===== src/rtl/unit_mant_add_norm_if.sv =====
// Operand/result handshake bundle for the FP32 mantissa add/normalize/round unit.
// The master drives operands and consumes results; the slave is the unit itself.
interface unit_mant_add_norm_if;
    logic        in_valid;
    logic        in_ready;
    logic [27:0] Augend;
    logic [27:0] Addend;
    logic        Eff_sub;
    logic [7:0]  E_big;
    logic        S_big;
    logic        out_valid;
    logic        out_ready;
    logic [31:0] Result;
    logic        Ovf;
    logic        Unf;
    logic        Zero;

    modport master (
        output in_valid, Augend, Addend, Eff_sub, E_big, S_big, out_ready,
        input  in_ready, out_valid, Result, Ovf, Unf, Zero
    );

    modport slave (
        input  in_valid, Augend, Addend, Eff_sub, E_big, S_big, out_ready,
        output in_ready, out_valid, Result, Ovf, Unf, Zero
    );
endinterface


===== src/rtl/unit_mant_add_norm.sv =====
// FP32 mantissa adder / normalizer / rounder.
// Adds or subtracts two aligned 28-bit mantissas ({hidden, 23 frac, 4 GRS}),
// normalizes left one bit per cycle, rounds to nearest-even and packs the
// single-precision result. One operation in flight at a time.
module unit_mant_add_norm (
    input  logic clk,
    input  logic rst_n,
    unit_mant_add_norm_if.slave bus
);

    localparam logic [2:0] IDLE  = 3'd0;
    localparam logic [2:0] ADD   = 3'd1;
    localparam logic [2:0] NORM  = 3'd2;
    localparam logic [2:0] ROUND = 3'd3;
    localparam logic [2:0] DONE  = 3'd4;

    // Registered state
    logic [2:0]  state;
    logic [27:0] aug_q;
    logic [27:0] add_q;
    logic        eff_sub_q;
    logic [7:0]  e_big_q;
    logic        s_big_q;
    logic [28:0] sum_q;     // bit 28 is the add carry-out
    logic [8:0]  exp_q;     // one spare bit so overflow past 255 is visible
    logic [31:0] result_q;
    logic        ovf_q;
    logic        unf_q;
    logic        zero_q;

    // Next-state values
    logic [2:0]  nxt_state;
    logic [27:0] nxt_aug;
    logic [27:0] nxt_add;
    logic        nxt_eff_sub;
    logic [7:0]  nxt_e_big;
    logic        nxt_s_big;
    logic [28:0] nxt_sum;
    logic [8:0]  nxt_exp;
    logic [31:0] nxt_result;
    logic        nxt_ovf;
    logic        nxt_unf;
    logic        nxt_zero;

    // Rounding datapath
    logic        rnd_lsb;
    logic        rnd_g;
    logic        rnd_rs;
    logic        rnd_up;
    logic [23:0] rnd_frac;  // bit 23 is the rounding carry
    logic [8:0]  rnd_exp;
    logic        rnd_ovf;

    // Adder datapath
    logic [28:0] add_sum;

    assign bus.in_ready  = (state == IDLE);
    assign bus.out_valid = (state == DONE);
    assign bus.Result    = result_q;
    assign bus.Ovf       = ovf_q;
    assign bus.Unf       = unf_q;
    assign bus.Zero      = zero_q;

    // Effective add/subtract; Augend >= Addend so the difference never wraps
    always_comb begin
        add_sum = eff_sub_q ? ({1'b0, aug_q} - {1'b0, add_q})
                            : ({1'b0, aug_q} + {1'b0, add_q});
    end

    // Round-to-nearest-even on the normalized sum, including carry into exponent
    always_comb begin
        rnd_lsb  = sum_q[4];
        rnd_g    = sum_q[3];
        rnd_rs   = |sum_q[2:0];
        rnd_up   = rnd_g & (rnd_rs | rnd_lsb);
        rnd_frac = {1'b0, sum_q[26:4]} + {23'd0, rnd_up};
        rnd_exp  = exp_q + {8'd0, rnd_frac[23]};
        // Covers both a carry-normalize that already reached 255 and a
        // rounding carry that pushes the exponent there
        rnd_ovf  = (rnd_exp >= 9'd255);
    end

    // Sequencer: next-state and datapath updates for each phase
    always_comb begin
        nxt_state   = state;
        nxt_aug     = aug_q;
        nxt_add     = add_q;
        nxt_eff_sub = eff_sub_q;
        nxt_e_big   = e_big_q;
        nxt_s_big   = s_big_q;
        nxt_sum     = sum_q;
        nxt_exp     = exp_q;
        nxt_result  = result_q;
        nxt_ovf     = ovf_q;
        nxt_unf     = unf_q;
        nxt_zero    = zero_q;

        case (state)
            IDLE: begin
                if (bus.in_valid) begin
                    nxt_aug     = bus.Augend;
                    nxt_add     = bus.Addend;
                    nxt_eff_sub = bus.Eff_sub;
                    nxt_e_big   = bus.E_big;
                    nxt_s_big   = bus.S_big;
                    nxt_state   = ADD;
                end
            end

            ADD: begin
                nxt_sum   = add_sum;
                nxt_exp   = {1'b0, e_big_q};
                nxt_state = NORM;
            end

            NORM: begin
                if (sum_q[28]) begin
                    // Carry-out: shift right once, folding the dropped bit into sticky
                    nxt_sum   = {1'b0, sum_q[28:2], sum_q[1] | sum_q[0]};
                    nxt_exp   = exp_q + 9'd1;
                    nxt_state = ROUND;
                end else if (sum_q == 29'd0) begin
                    // Exact cancellation is always +0
                    nxt_result = 32'd0;
                    nxt_zero   = 1'b1;
                    nxt_state  = DONE;
                end else if (sum_q[27]) begin
                    nxt_state = ROUND;
                end else if (exp_q == 9'd1) begin
                    // No denormal support: flush to signed zero
                    nxt_result = {s_big_q, 31'd0};
                    nxt_unf    = 1'b1;
                    nxt_state  = DONE;
                end else begin
                    nxt_sum = {sum_q[27:0], 1'b0};
                    nxt_exp = exp_q - 9'd1;
                end
            end

            ROUND: begin
                if (rnd_ovf) begin
                    nxt_result = {s_big_q, 8'hFF, 23'd0};
                    nxt_ovf    = 1'b1;
                end else begin
                    nxt_result = {s_big_q, rnd_exp[7:0], rnd_frac[22:0]};
                end
                nxt_state = DONE;
            end

            DONE: begin
                // Result stays put; flags drop as the consumer takes it
                if (bus.out_ready) begin
                    nxt_ovf   = 1'b0;
                    nxt_unf   = 1'b0;
                    nxt_zero  = 1'b0;
                    nxt_state = IDLE;
                end
            end

            default: begin
                nxt_state = IDLE;
            end
        endcase
    end

    // State and datapath registers; reset aborts any operation in flight
    always_ff @(posedge clk) begin
        if (!rst_n) begin
            state     <= IDLE;
            aug_q     <= 28'd0;
            add_q     <= 28'd0;
            eff_sub_q <= 1'b0;
            e_big_q   <= 8'd0;
            s_big_q   <= 1'b0;
            sum_q     <= 29'd0;
            exp_q     <= 9'd0;
            result_q  <= 32'd0;
            ovf_q     <= 1'b0;
            unf_q     <= 1'b0;
            zero_q    <= 1'b0;
        end else begin
            state     <= nxt_state;
            aug_q     <= nxt_aug;
            add_q     <= nxt_add;
            eff_sub_q <= nxt_eff_sub;
            e_big_q   <= nxt_e_big;
            s_big_q   <= nxt_s_big;
            sum_q     <= nxt_sum;
            exp_q     <= nxt_exp;
            result_q  <= nxt_result;
            ovf_q     <= nxt_ovf;
            unf_q     <= nxt_unf;
            zero_q    <= nxt_zero;
        end
    end

endmodule

===== src/flat_wrapper.sv =====
// flat-port wrapper written by rule: the top's interface ports become plain ports
module unit_mant_add_norm_flat 
  (clk, rst_n, bus_in_valid, bus_Augend, bus_Addend, bus_Eff_sub, bus_E_big, bus_S_big, bus_out_ready, bus_in_ready, bus_out_valid, bus_Result, bus_Ovf, bus_Unf, bus_Zero);
  unit_mant_add_norm_if bus_i ();
  input  logic clk;
  input  logic rst_n;
  input wire logic [$bits(bus_i.in_valid)-1:0] bus_in_valid;
  input wire logic [$bits(bus_i.Augend)-1:0] bus_Augend;
  input wire logic [$bits(bus_i.Addend)-1:0] bus_Addend;
  input wire logic [$bits(bus_i.Eff_sub)-1:0] bus_Eff_sub;
  input wire logic [$bits(bus_i.E_big)-1:0] bus_E_big;
  input wire logic [$bits(bus_i.S_big)-1:0] bus_S_big;
  input wire logic [$bits(bus_i.out_ready)-1:0] bus_out_ready;
  output wire logic [$bits(bus_i.in_ready)-1:0] bus_in_ready;
  output wire logic [$bits(bus_i.out_valid)-1:0] bus_out_valid;
  output wire logic [$bits(bus_i.Result)-1:0] bus_Result;
  output wire logic [$bits(bus_i.Ovf)-1:0] bus_Ovf;
  output wire logic [$bits(bus_i.Unf)-1:0] bus_Unf;
  output wire logic [$bits(bus_i.Zero)-1:0] bus_Zero;
  assign bus_i.in_valid = bus_in_valid;
  assign bus_i.Augend = bus_Augend;
  assign bus_i.Addend = bus_Addend;
  assign bus_i.Eff_sub = bus_Eff_sub;
  assign bus_i.E_big = bus_E_big;
  assign bus_i.S_big = bus_S_big;
  assign bus_i.out_ready = bus_out_ready;
  assign bus_in_ready = bus_i.in_ready;
  assign bus_out_valid = bus_i.out_valid;
  assign bus_Result = bus_i.Result;
  assign bus_Ovf = bus_i.Ovf;
  assign bus_Unf = bus_i.Unf;
  assign bus_Zero = bus_i.Zero;
  unit_mant_add_norm u_core (.clk(clk), .rst_n(rst_n), .bus(bus_i));
endmodule

===== config.mk =====
export PLATFORM = sky130hd
export DESIGN_NAME = unit_mant_add_norm_flat
export DESIGN_NICKNAME = d
export VERILOG_FILES = /design/src/rtl/unit_mant_add_norm_if.sv /design/src/rtl/unit_mant_add_norm.sv /design/src/flat_wrapper.sv
export SDC_FILE = /design/constraint.sdc
export NUM_CORES = 1
export LEC_CHECK = 0
export CAP_MARGIN = 0
export CORE_MARGIN = 1.5
export CORE_UTILIZATION = 25
export DETAILED_ROUTE_END_ITERATION = 16
export PLACE_DENSITY = 0.51
export SLEW_MARGIN = 10
export SYNTH_ARGS = -nofsm -noshare
export SYNTH_HDL_FRONTEND = slang
export SYNTH_SLANG_ARGS = --single-unit

===== constraint.sdc =====
create_clock -name clk -period 10.3 [get_ports clk]
set_clock_uncertainty 0.1 [all_clocks]
set_input_delay 1.03 -clock clk [delete_from_list [all_inputs] [get_ports clk]]
set_output_delay 1.03 -clock clk [all_outputs]
set_load 0.05 [all_outputs]

== After elaboration in Yosys (flattened, before gate mapping) ==
Index checks and enable logic that the tools add are counted.
Widths: inputs -> output; s select.
Cells by class
  add/sub/neg operators: 6
  bitwise gates (word level): 3
  magnitude comparators: 1
  reduce and logical (&&, ||, !) cells: 15
  equality and inequality tests: 19
  muxes and demuxes: 35
Operators by type and width (count)
  $mux 32: 4
  $mux 29: 4
  $pmux 32 s2: 1
  $pmux 29 s2: 1
  $mux 9: 4
  $mux 31: 1
  $add 28x28->29: 1
  $logic_not 29->1: 1
  $sub 28x28->29: 1
  $mux 28: 1
  $add 23x1->24: 1
  $mux 3: 6
  $pmux 9 s2: 1
  $pmux 3 s5: 1
  $reduce_and 4->1: 3
  $ne 2x2->1 const B: 5
  $add 9x1->9: 1
  $add 9x1->9 const B: 1
  $eq 9x1->1 const B: 1
  $ge 9x8->1 const B: 1
  $ne 3x2->1 const B: 3
  $sub 9x1->9 const B: 1
  $mux 1: 8
  $reduce_bool 2->1: 4
  15 further kinds: 23
Storage, ports and cells
  word-level logic and storage cells: 93
  output and inout port bits: 37
  bits of input ports: 70
  register bits after elaboration: 142

== Logic depth before layout (Yosys ltp) ==
  depth after elaboration: 8
  gate-level depth with buffers: 17
  depth with buffers taken out: 17

== Least setup slack after synthesis ==
Ideal clock, no wire load.
  kind: register to register
  start: register u_core.add_q[6]
  end: register u_core.sum_q[28]
  setup time: 0.074 ns
  data arrival time: 3.223 ns
  required time: 10.126 ns
  path buffers: 0
  setup slack: 6.903 ns
  stages on the path, launching flop included: 16
  period minus slack after synthesis: 3.397 ns
  cell sequence: dfxtp_1 or3_1 nor3_1 and2_1 a21o_1 o21ai_0 xnor2_1 ha_1 a21o_1 a21o_1 a21oi_1 o22ai_1 a2111oi_2 a21oi_1 xor2_1 o21ai_0
Between the ends
  cells in the longest elaborated chain, start to end: 3
  elaborated cells between the ends (all ways): 4
  those cells by class: add/sub: 2; mux: 2
Ends and longest elaborated chain
  from (decl): line unit_mant_add_norm.sv:20  | logic [27:0] add_q;
  from (signal assigned): line unit_mant_add_norm.sv:184  | add_q <= nxt_add;
  $add 28x28->29 or $sub 28x28->29 (tied branches): line unit_mant_add_norm.sv:67, unit_mant_add_norm.sv:66
  $mux 29 *: line unit_mant_add_norm.sv:66  | add_sum = eff_sub_q ? ({1'b0, aug_q} - {1'b0, add_q})
  $pmux 29 s2 *: line unit_mant_add_norm.sv:98  | case (state)
  to (signal assigned): line unit_mant_add_norm.sv:188  | sum_q <= nxt_sum;
  to (decl): line unit_mant_add_norm.sv:24  | logic [28:0] sum_q;
Mark *: on every way between the ends. The rest lies on a longest branch, timed or not.
A chain may end at the register's enable or synchronous reset.

== Worst setup path in the final report ==
Ends and elaborated chain as after synthesis.

==> flow_summary_export.csv <==
group,metric,value,unit
status,outcome,"complete, no violations",
drt,post-route-drc-count,0,
critical_path,cp-start-kind,"register",
run,maxCapViolations,0,
die,start_util,25.2,%
timing,rsz0062_at_grt,"false",
power,p_int,0.00132,W
place,dp_hpwl,17000,um
drt,ant_nets,0,
power,p_seq_share,33.5,%
yosys,synth_cells,1103,
drt,wl_per_cell,14.5,um
yosys,synth-main-ff-cell,"dfxtp_1",
global_route,grt_pass1_vias,7370,
power,p_leak,3.77,nW
cells_and_area,nNetsFinal,1260,
cts,clk_latency,0.42,ns
cells_and_area,area_growth,22.8,%
global_route,grt_usage,13.5,%
critical_path,crit_path_end_kind,"register",
cts,clockBufferDepth,2,
global_route,grt_max_degree,71,
timing,relSlewSlack,28.9,%
cells_and_area,antennaDiodeCount,0,
drt,drt_first_pass_iters,5,
place,portBuffers,106,
power,powerDensity,206,nW/um^2
global_route,grt.overflow.total,0,
cts,post_cts_buffers,0,
yosys,synth_area,8410,um^2
cts,cts-hold-fix-buffers,0,
timing,tightest_slew,1.07,ns
die,die_w,186,um
die,ios,107,
power,switching_share,38.2,%
drt,via_count,7639,
yosys,synth_warnings,0,
timing,tns,0,ns
cts,h-tree-depth,4,
global_route,grt_antenna_before_repair,0,
yosys,synth_seq_area_share,33.8,%
yosys,synth_area_per_cell,7.63,um^2
timing,setup_viol,0,
critical_path,required,10.55,ns
drt,drt-initial-drc-count,540,
yosys,synth-edff-count,0,
power,power_frac_comb,36.5,%
yosys,synth_nets,1209,
die,dieArea,34800,um^2
power,ir_drop,0.000110,V
die,core.rowCount,67,
global_route,grt_pass1_wl,38500,um
place,gp_congestion,0.831,
cts,clkSlewWorstSetupHoldPaths,0.06,ns
critical_path,crit_type,"register to register",
cts,cts.repair.resized,0,
cts,cts-root-buf,"clkbuf_16",
power,finalPower,0.00213,W
timing,finalHoldViolCount,0,
drt,vias_per_cell,4.73,
cts,cts_made_buffers,17,
yosys,synth-seq-cells,142,
cts,cts_sinks,142,
yosys,yosysUniqueCellTypes,66,
power,clkPwrFrac,30.0,%
hold_path,hold_class,"register to register",
die,fp.coreArea,33400,um^2
timing,fin_crit_sh,37.4,%
cts,cts_tree,"yes",
power,p_sw,0.000814,W
timing,maxSlewViolCount,0,
die,die_y,186,um
drt,wirelength,23500,um
critical_path,cp_max_fo,6,
timing,max_freq,260,MHz
yosys,synthArstFlopShare,0,%
cells_and_area,drive_gt1_share,5.74,%
critical_path,crit_arrival,4.10,ns
timing,fin_crit,3.85,ns
## worst max-delay path: stages (launching register included)
cell	delay, ns
dfxtp_1	0.35
or3_1	0.42
nor3_1	0.33
and2_1	0.26
a21o_1	0.18
o21ai_0	0.12
xnor2_1	0.18
ha_1	0.36
a21o_1	0.21
a21o_1	0.17
a21oi_1	0.18
o22ai_1	0.13
a2111oi_2	0.31
a21oi_1	0.14
xor2_1	0.18
o21ai_0	0.14
## power groups by stage
stage                     combinational (W)  sequential (W)  clock [W]
final                              0.000778        0.000713   0.000639
after detailed placement           0.000777        0.000725          0
after global placement             0.000773        0.000723          0
after floorplan                    0.000630        0.000678          0
after CTS                          0.000781        0.000712   0.000654
after global routing               0.000870        0.000726   0.000678
## Yosys cell counts, types with 10 or more instances
cell type / instances / area, um^2
o21ai_0: 35 / 175
a21o_1: 10 / 75.1
nand2_1: 202 / 758
a222oi_1: 18 / 180
clkbuf_1: 61 / 229
nand3_1: 21 / 105
xor2_1: 19 / 166
ha_1: 35 / 438
nor4_1: 12 / 75.1
xnor2_1: 58 / 508
nor3_1: 24 / 120
inv_1: 18 / 67.6
nor2_1: 108 / 405
dfxtp_1: 142 / 2840
a22oi_2: 20 / 250
and3_1: 21 / 131
a211oi_1: 11 / 82.6
nand2b_1: 11 / 68.8
a21oi_1: 153 / 766
## registers in the layout (all words and copies together), names as in the netlist
| name | count |
|---|---|
| u_core.bus.Result | 32 |
| u_core.bus.Zero | 1 |
| u_core.state | 3 |
| u_core.add_q | 28 |
| u_core.aug_q | 28 |
| u_core.bus.Ovf | 1 |
| u_core.s_big_q | 1 |
| u_core.e_big_q | 8 |
| u_core.bus.Unf | 1 |
| u_core.sum_q | 29 |
| u_core.exp_q | 9 |
| u_core.eff_sub_q | 1 |
## final timing paths
| path | startpoint | end | slack (ns) | cells after the start |
|---|---|---|---|---|
| setup reg to reg | u_core.add_q[6] | u_core.sum_q[28] | 6.45 | 15 |
| setup / recovery | u_core.add_q[6] | u_core.sum_q[28] | 6.45 | 15 |
| hold reg to reg | u_core.bus.Result[31] | u_core.bus.Result[31] | 0.35 | 2 |
| hold / removal | u_core.bus.Result[31] | u_core.bus.Result[31] | 0.35 | 2 |
## metal layers
layer | part of all wire (%) | track usage (%) | vias up
met3 | 3.6 | 2.50 | 13
met5 | 0 | 0 | -
met1 | 53 | 19.7 | 3477
li1 | - | - | 4002
met4 | 1.2 | 3.57 | 0
met2 | 42 | 20.3 | 147
## cell families after synthesis
group	after synthesis	synth area share, %
mux	4	0.476
buf+inv	98	5.09
fa+ha+maj	36	5.44
compound gates	304	23.8
flops	142	33.8
simple gates	442	23.4
xor+xnor	77	8.01
## metrics by stage
| step | worst slack [ns] | cells | util [%] | hold WS [ns] | area [um^2] |
|---|---|---|---|---|---|
| after CTS | 6.40 | 1615 | 31.0 | 0.353 | 10300 |
| after global placement | 6.25 | 1583 | 29.2 | 0.342 | 9730 |
| after global routing | 6.00 | 1615 | 31.0 | 0.366 | 10300 |
| after floorplan | 6.90 | 1103 | - | 0.336 | 8410 |
| final | 6.45 | 1615 | 31.0 | 0.350 | 10300 |
| after detailed placement | 6.21 | 1583 | 29.2 | 0.345 | 9730 |
## placed cells by master (no fill, tap or decap), drive strengths merged, types with 3 or more instances in the layout
cell           Yosys  routed
nand2            202     202
a21oi            154     154
dfxtp            142     142
nor2             108     108
clkdlybuf4s50      0     106
xnor2             58      58
o21ai             37      37
ha                35      35
a22oi             25      25
nor3              24      24
and3              21      21
nand3             21      21
inv               19      21
xor2              19      19
clkbuf            62      19
a222oi            18      18
nor4              12      12
nand2b            11      11
a211oi            11      11
a21o              10      10
and2              10      10
nand4              9       9
o211ai             7       7
a31oi              6       6
nor3b              6       6
buf               17       5
nor2b              4       4
mux2i              4       4
o21a               4       4
o22ai              4       4
clkinvlp           0       4
a221oi             4       4
clkinv             0       4
or3                3       3
o2111ai            3       3
bufinv             0       3
o31ai              3       3
## layout make-up
class / count / area (um^2)
Clock buffer: 19 / 433
Clock inverter: 13 / 165
Fill cell: 3660 / 23000
Inverter: 19 / 73.8
Multi-Input combinational cell: 863 / 5160
Sequential cell: 142 / 2840
Tap cell: 448 / 561
Timing Repair Buffer: 111 / 1100
(Power assumes the default switching activity.)
